==> src/rtl/hazard_stall_ctrl_pkg.sv <==
`default_nettype none
// ============================================================================
// Module      : hazard_stall_ctrl_pkg
// Description : Shared definitions for the pipeline hazard/stall scheduler:
//               Tuse/Tnew encoding, field widths, MDU latency defaults and
//               the MDU busy-tracker state encoding.
// Revision    : 1.0 - initial release
// ============================================================================
package hazard_stall_ctrl_pkg;

    // Width of the Tuse / Tnew codes carried down the pipeline.
    localparam int T_W = 4;

    // Width of a GPR register number.
    localparam int REG_W = 5;

    // Tuse code for "this operand is not read"; never produces a stall.
    localparam logic [T_W-1:0] TUSE_NONE = 4'd4;

    // MDU latencies, counted from the cycle after issue in E.
    localparam int MULT_CYCLES_DEF = 5;
    localparam int DIV_CYCLES_DEF  = 10;

    // Busy down-counter width; must hold the longest latency (DIV_CYCLES).
    localparam int MD_CNT_W = 4;

    // MDU busy-tracker states.
    typedef enum logic [0:0] {
        IDLE = 1'b0,
        BUSY = 1'b1
    } md_state_t;

endpackage : hazard_stall_ctrl_pkg
`default_nettype wire

==> src/rtl/hazard_stall_ctrl_md_busy_tracker.sv <==
`default_nettype none
// ============================================================================
// Module      : md_busy_tracker
// Description : Tracks the multi-cycle multiply/divide unit. An issue in E
//               loads a down-counter with the op latency; md_busy is high
//               for exactly that many cycles starting the cycle after issue.
// Ports       : clk         - core clock
//               reset       - synchronous active-low reset (0 = reset)
//               md_start_E  - MDU op issuing in E this cycle
//               md_is_div_E - with md_start_E: 1 = div/divu, 0 = mult/multu
//               md_busy     - MDU result not yet ready (0 during reset)
// Revision    : 1.0 - initial release
// ============================================================================
module md_busy_tracker
    import hazard_stall_ctrl_pkg::*;
#(
    parameter int MULT_CYCLES = MULT_CYCLES_DEF,
    parameter int DIV_CYCLES  = DIV_CYCLES_DEF
) (
    input  logic clk,
    input  logic reset,
    input  logic md_start_E,
    input  logic md_is_div_E,
    output logic md_busy
);

    localparam logic [MD_CNT_W-1:0] c_mult_ld = MD_CNT_W'(MULT_CYCLES);
    localparam logic [MD_CNT_W-1:0] c_div_ld  = MD_CNT_W'(DIV_CYCLES);

    md_state_t           r_state;
    logic [MD_CNT_W-1:0] r_cnt;

    always_ff @(posedge clk) begin
        if (!reset) begin
            // Abandons any in-flight operation immediately.
            r_state <= IDLE;
            r_cnt   <= '0;
        end else begin
            case (r_state)
                IDLE: begin
                    if (md_start_E) begin
                        r_cnt   <= md_is_div_E ? c_div_ld : c_mult_ld;
                        r_state <= BUSY;
                    end
                end
                BUSY: begin
                    // A start while busy cannot legally arrive (the D-stage
                    // MDU stall holds it back) and is ignored here.
                    if (r_cnt == MD_CNT_W'(1)) begin
                        r_cnt   <= '0;
                        r_state <= IDLE;
                    end else begin
                        r_cnt <= r_cnt - MD_CNT_W'(1);
                    end
                end
                default: begin
                    r_state <= IDLE;
                    r_cnt   <= '0;
                end
            endcase
        end
    end

    // Forced low during a reset cycle regardless of the current state.
    assign md_busy = reset && (r_state == BUSY);

    a_no_start_while_busy : assert property (
        @(posedge clk) disable iff (!reset)
        !(md_start_E && (r_state == BUSY))
    );

endmodule : md_busy_tracker
`default_nettype wire

==> src/rtl/hazard_stall_ctrl.sv <==
`default_nettype none
// ============================================================================
// Module      : hazard_stall_ctrl
// Description : Five-stage pipeline scheduler. Compares D-stage operand
//               demand (Tuse) with E/M producer readiness (Tnew), folds in
//               the MDU busy hazard, and drives the PC enable, IF/ID enable
//               and ID/EX bubble clear. Outputs are combinational.
// Ports       : clk, reset (sync, active-low)
//               rs_addr_D/rt_addr_D, rs_use_D/rt_use_D, md_use_D - D demand
//               dst_addr_E/dst_save_E, dst_addr_M/dst_save_M    - producers
//               md_start_E, md_is_div_E                          - MDU issue
//               pc_en, d_en, e_clr, md_busy                      - controls
//               stall_cnt - saturating stall-cycle counter
// Options     : HAZARD_STALL_CNT_EN - adds CNT_W and the stall_cnt port.
// Revision    : 1.0 - initial release
// ============================================================================
module hazard_stall_ctrl
    import hazard_stall_ctrl_pkg::*;
#(
    parameter int MULT_CYCLES = MULT_CYCLES_DEF,
    parameter int DIV_CYCLES  = DIV_CYCLES_DEF
`ifdef HAZARD_STALL_CNT_EN
   ,parameter int CNT_W       = 32
`endif
) (
    input  logic             clk,
    input  logic             reset,
    input  logic [REG_W-1:0] rs_addr_D,
    input  logic [REG_W-1:0] rt_addr_D,
    input  logic [T_W-1:0]   rs_use_D,
    input  logic [T_W-1:0]   rt_use_D,
    input  logic             md_use_D,
    input  logic [REG_W-1:0] dst_addr_E,
    input  logic [T_W-1:0]   dst_save_E,
    input  logic [REG_W-1:0] dst_addr_M,
    input  logic [T_W-1:0]   dst_save_M,
    input  logic             md_start_E,
    input  logic             md_is_div_E,
    output logic             pc_en,
    output logic             d_en,
    output logic             e_clr,
    output logic             md_busy
`ifdef HAZARD_STALL_CNT_EN
   ,output logic [CNT_W-1:0] stall_cnt
`endif
);

    // Producer X blocks operand s when it targets the same non-zero register,
    // the operand is actually read, and the value arrives after it is needed.
    function automatic logic reg_hazard(
        input logic [REG_W-1:0] dst_addr,
        input logic [T_W-1:0]   dst_save,
        input logic [REG_W-1:0] src_addr,
        input logic [T_W-1:0]   src_use
    );
        return (dst_addr != '0) && (dst_addr == src_addr) &&
               (src_use != TUSE_NONE) && (dst_save > src_use);
    endfunction

    logic w_hz_rs_E;
    logic w_hz_rt_E;
    logic w_hz_rs_M;
    logic w_hz_rt_M;
    logic w_reg_stall;
    logic w_md_stall;
    logic w_stall;

    // W-stage producers have Tnew = 0 and are always covered by forwarding.
    assign w_hz_rs_E = reg_hazard(dst_addr_E, dst_save_E, rs_addr_D, rs_use_D);
    assign w_hz_rt_E = reg_hazard(dst_addr_E, dst_save_E, rt_addr_D, rt_use_D);
    assign w_hz_rs_M = reg_hazard(dst_addr_M, dst_save_M, rs_addr_D, rs_use_D);
    assign w_hz_rt_M = reg_hazard(dst_addr_M, dst_save_M, rt_addr_D, rt_use_D);

    assign w_reg_stall = w_hz_rs_E | w_hz_rt_E | w_hz_rs_M | w_hz_rt_M;

    md_busy_tracker #(
        .MULT_CYCLES (MULT_CYCLES),
        .DIV_CYCLES  (DIV_CYCLES)
    ) u_md_busy_tracker (
        .clk         (clk),
        .reset       (reset),
        .md_start_E  (md_start_E),
        .md_is_div_E (md_is_div_E),
        .md_busy     (md_busy)
    );

    // An op issuing in E this cycle already makes the MDU unavailable.
    assign w_md_stall = md_use_D && (md_start_E || md_busy);

    // Gated by reset so a reset cycle always lets the pipeline advance.
    assign w_stall = reset && (w_reg_stall || w_md_stall);

    assign pc_en = ~w_stall;
    assign d_en  = ~w_stall;
    assign e_clr = w_stall;

`ifdef HAZARD_STALL_CNT_EN
    logic [CNT_W-1:0] r_stall_cnt;

    always_ff @(posedge clk) begin
        if (!reset) begin
            r_stall_cnt <= '0;
        end else if (w_stall && (r_stall_cnt != '1)) begin
            r_stall_cnt <= r_stall_cnt + CNT_W'(1);
        end
    end

    assign stall_cnt = r_stall_cnt;
`endif

endmodule : hazard_stall_ctrl
`default_nettype wire
==> config.mk <==
export PLATFORM = sky130hd
export DESIGN_NAME = hazard_stall_ctrl
export DESIGN_NICKNAME = d
export VERILOG_FILES = /design/src/rtl/hazard_stall_ctrl_pkg.sv /design/src/rtl/hazard_stall_ctrl_md_busy_tracker.sv /design/src/rtl/hazard_stall_ctrl.sv
export SDC_FILE = /design/constraint.sdc
export NUM_CORES = 1
export LEC_CHECK = 0
export CORE_UTILIZATION = 47
export CTS_BUF_LIST = sky130_fd_sc_hd__clkbuf_8
export CTS_CLUSTER_DIAMETER = 100
export DETAILED_ROUTE_END_ITERATION = 10
export PLACE_DENSITY = 0.91
export SLEW_MARGIN = 10
export SYNTH_ARGS = -nofsm -noshare
export SYNTH_HDL_FRONTEND = slang
export SYNTH_HIERARCHICAL = 1
export SYNTH_SLANG_ARGS = --single-unit
==> constraint.sdc <==
create_clock -name clk -period 7.2 [get_ports clk]
set_input_delay 2.16 -clock clk [delete_from_list [all_inputs] [get_ports clk]]
set_output_delay 2.16 -clock clk [all_outputs]
set_load 0.05 [all_outputs]
Yosys cells after proc, flatten, opt, wreduce, memory -nomap -nowiden
Cells that the tools add are included.

storage, ports and cells
  bits of input ports = 41
  flip-flop bits (word level) = 5

operators by class
  magnitude comparators = 4
  bitwise logic cells = 5
  equal/unequal tests = 8
  add/subtract/negate cells = 1
  reduce and logical (&&, ||, !) cells = 19
  mux-type cells = 7

operators by type and width
  kind                                                                     count
  5-bit equality test                                                      4
  4-bit > comparator                                                       4
  1-bit logical AND                                                        15
  4-bit 2-to-1 mux                                                         3
  5-bit nonzero test                                                       2
  4-bit by 3-bit inequality test with 1-bit output, second input constant  2
  4-bit one-hot mux with 2 select lines                                    1
  4-bit by 1-bit equality test with 1-bit output, second input constant    1
  4-bit by 1-bit subtractor with 4-bit output, second input constant       1
  1-bit bitwise OR                                                         3
  1-bit logical OR                                                         2
  1-bit 2-to-1 mux                                                         2
  2-bit inequality test, second input constant                             1
  1-bit inverter                                                           2
  1-bit one-hot mux with 2 select lines                                    1

Logic depth before layout (Yosys ltp)
  depth in word-level cells = 10
  depth in mapped cells = 9
  depth with buffers taken out = 8

Cells and area by module
Netlist, hierarchy kept.

by module, submodules not included
  module             times used  area each (um^2)  seq. area each (um^2)  cells each
  hazard_stall_ctrl  1           711.9             0.0                    89
  md_busy_tracker    1           297.8             100.1                  35

Least setup slack after synthesis
OpenSTA, ideal clock, no wires.

  path kind = in2out
  from = input rs_use_D[1]
  to = output pc_en
  stages = 9
  required time = 5040 ps
  path slack = 362 ps
  arrival = 4678 ps
  path through = inv_1 -> ha_1 -> nor2b_1 -> o21ai_1 -> nand2b_1 -> a21oi_4 -> o21ai_2 -> o31ai_1 -> buf_4

on the way
  word-level cells in the longest chain between the ends = 9
  elaborated cells on any way between the ends = 13
  classes of those cells = order compare (2); eq/ne (1); bitwise (4); reduce/logical (6)

RTL lines
  element                                                                     RTL line                 text
  start, declared                                                             hazard_stall_ctrl.sv:30  input logic [T_W-1:0] rs_use_D,
  parallel branches: the longest is 4 deep, another holds 4-bit > comparator  n/a
  1-bit bitwise OR * (2 in series)                                            hazard_stall_ctrl.sv:74  assign w_reg_stall = w_hz_rs_E | w_hz_rt_E | w_hz_rs_M | w_hz_rt_M;
  1-bit logical OR *                                                          hazard_stall_ctrl.sv:91  assign w_stall = reset && (w_reg_stall || w_md_stall);
  1-bit logical AND *                                                         hazard_stall_ctrl.sv:91
  1-bit inverter *                                                            n/a
  end, declared                                                               hazard_stall_ctrl.sv:39  output logic pc_en,

Every way passes the cells marked *.

Final worst setup path
  from = input rs_use_D[1]
  to = output pc_en

on the way
  word-level cells in the longest chain between the ends = 9
  elaborated cells on any way between the ends = 13
  classes of those cells = order compare (2); eq/ne (1); bitwise (4); reduce/logical (6)

RTL lines
  element                                                                     RTL line                 text
  parallel branches: the longest is 4 deep, another holds 4-bit > comparator  n/a
  1-bit bitwise OR * (2 in series)                                            hazard_stall_ctrl.sv:74
  1-bit logical OR *                                                          hazard_stall_ctrl.sv:91
  1-bit logical AND *                                                         hazard_stall_ctrl.sv:91
  1-bit inverter *                                                            hazard_stall_ctrl.sv:93  assign pc_en = ~w_stall;

Marks and branches as above.

==> results.json <==
{
  "outcome": "completed",
  "io_pins": 45,
  "synth_top_area_frac": 0.2230,
  "place_congestion": 0.9192,
  "grt_first_pass_wirelength_um": 4919,
  "die_w_um": 48.35,
  "power_density_nw_per_um2": 115.6,
  "async_flop_share": 0,
  "core_area_um2": 1982,
  "end_kind": "primary output",
  "setup_ws_ns": 0.7267,
  "min_path_type": "reg -> reg",
  "rsz0062_at_grt": "no",
  "die-area_um2": 2338,
  "slew_violations": 0,
  "netlist-cell-type-count": 37,
  "worst_pin_slew_ns": 0.4934,
  "cts_tree": "yes",
  "grtUsageTotal": 0.2667,
  "synth_area_per_cell_um2": 8.143,
  "skew_ns": 0.001512,
  "setup_violations": 0,
  "whs_ns": 0.5098,
  "synthesis.area_um2": 1010,
  "routedWlPerCell_um": 14.32,
  "io_buffer_count": 44,
  "area_growth_pct": 48.82,
  "final_util": 0.7582,
  "power_uw": 173.7,
  "viasPerCell": 5.396,
  "drt_iter0_drc": 16,
  "clock-sinks": 5,
  "synth_area_leader_cell": "ha_1",
  "critPathLaunch": "rs_use_D[1]",
  "htreeDepth": 1,
  "drc": 0,
  "ys_seq_area_frac": 0.09913,
  "ctsResizeCount": 0,
  "arrival_ns": 4.31,
  "initial_core_util": 0.5095,
  "rrSetupSlack_ns": 6.02,
  "rr_worst_depth": 5,
  "detailed_place_hpwl_um": 2456,
  "stdcell_count": 197,
  "yosysMostFrequentCell": "ha_1",
  "critPathRequiredTime_ns": 5.04,
  "drt_wl_total_um": 2821,
  "synth_top_cells_by_count": "ha_1 (18), inv_1 (12), xnor2_1 (11)",
  "fin_crit_sh": 0.8991,
  "clkLatencyLatePin_ns": 0.22,
  "relSlewSlack": 0.6700,
  "grt_antenna_before_repair": 0,
  "cts_max_path_buffers": 2,
  "row_count": 16,
  "finalInstanceArea_um2": 1503,
  "ys_warn_count": 6,
  "overflow": 0,
  "cts_setup_buffers": 0,
  "dr.pass1.iters": 4,
  "numCtsBuffers": 3,
  "synth.top_cells.by_area": "ha_1 (22%), dfxtp_1 (9.9%), xnor2_1 (9.5%)",
  "clock.fmax_mhz": 154.5,
  "ys.flop_type": "dfxtp_1",
  "rr_startpoint": "u_md_busy_tracker/r_cnt[0]",
  "worstReg2RegEnd": "u_md_busy_tracker/r_cnt[2]",
  "startpoint_type": "input pin",
  "hold_violations": 0,
  "tns_ns": 0,
  "synthCells": 124,
  "post-place-ws_ns": 0.7389,
  "num_antenna_cells": 0,
  "postRouteAntennaNets": 0,
  "synth_edf_count": 0,
  "nets": 230,
  "power_leakage_nw": 0.6343,
  "grt_pass1_vias": 1135,
  "path_clk_slew_ns": 0.03,
  "syn_nets": 183,
  "dpl_cell_area_um2": 1458,
  "crit_fanout": 2,
  "dr_total_vias": 1063,
  "cts-root-buf": "clkbuf_8",
  "grt_max_degree": 12,
  "critPathKind": "in -> out",
  "cp-endpoint": "pc_en",
  "hold_buffers": 0,
  "vdd_drop_max_uv": 174.8,
  "die_y_um": 48.35,
  "layout-drive-gt1-share": 0.08824,
  "dpl.cell_count": 193,
  "drv_cap": 0,
  "ys_ff_latch": 5,
  "min_period_ns": 6.473
}
[critical path: stages]
cell             delay [ns]
clkdlybuf4s50_1        0.52
inv_1                  0.08
ha_1                   0.31
nor2b_1                0.14
o21ai_1                0.14
nand2b_1               0.14
a21oi_4                0.18
o21ai_2                0.08
o31ai_1                0.30
buf_4                  0.26
[cells in the final DEF, fill, tap and decap left out, types with 4 or more instances in the layout]
master / synthesis / layout
clkdlybuf4s50_1: 0 / 41
ha_1: 18 / 18
inv_1: 12 / 13
xnor2_1: 11 / 11
xor2_1: 9 / 9
a21oi_1: 9 / 9
nand2_1: 9 / 9
o21ai_0: 6 / 6
nor2_1: 5 / 5
dfxtp_1: 5 / 5
nor4_1: 4 / 4
[logic make-up after synthesis]
group / after synthesis / share of synthesized area
xor gates and xnor gates: 20 / 0.1735
AOI/OAI and AO/OA: 32 / 0.2193
muxes: 1 / 0.009914
adders and majority gates: 18 / 0.2231
DFF: 5 / 0.09914
and+or+nand+nor: 32 / 0.2045
buffers and inverters: 16 / 0.07063
[area by class of cell]
class,instances,area (um2)
clock inverter,1,3.754
inverter,14,52.55
fill,144,479.2
sequential,5,100.1
multi-input combinational,103,838.3
timing repair buffer,44,432.9
clock buffer,3,41.29
tap,27,33.78
[power breakdown]
| group | leakage, nW | internal, mW | switching [mW] | total (mW) |
|---|---|---|---|---|
| clock | 0.0269 | 0.0365 | 0.0134 | 0.0499 |
| sequential | 0.0416 | 0.0309 | 0.00462 | 0.0355 |
| combinational | 0.566 | 0.0458 | 0.0426 | 0.0884 |
| total | 0.634 | 0.113 | 0.0606 | 0.174 |
[state kept, by name, indices dropped and copies added, names as in the netlist]
signal / flops
u_md_busy_tracker/r_state: 1
u_md_busy_tracker/r_cnt: 4
[layer usage]
layer | GRT usage | vias up | wire (um)
met2 | 0.4742 | 39 | 1422
met4 | 0.07353 | 0 | 38
li1 | - | 544 | -
met3 | 0.07862 | 6 | 140
met1 | 0.3086 | 474 | 1220
met5 | 0 | - | 0
[worst min-delay path by stage]
stage / startpoint / end / slack [ns] / cells past startpoint
4_1_cts: u_md_busy_tracker/r_cnt[0] / u_md_busy_tracker/r_cnt[0] / 0.52 / 1
5_1_grt: u_md_busy_tracker/r_cnt[0] / u_md_busy_tracker/r_cnt[0] / 0.54 / 1
6_report: u_md_busy_tracker/r_cnt[0] / u_md_busy_tracker/r_cnt[0] / 0.51 / 1
3_5_place_dp: u_md_busy_tracker/r_cnt[0] / u_md_busy_tracker/r_cnt[0] / 0.51 / 1
3_3_place_gp: u_md_busy_tracker/r_cnt[0] / u_md_busy_tracker/r_cnt[0] / 0.49 / 1
2_1_floorplan: u_md_busy_tracker/r_cnt[0] / u_md_busy_tracker/r_cnt[0] / 0.47 / 1
(Power assumes the default switching activity.)
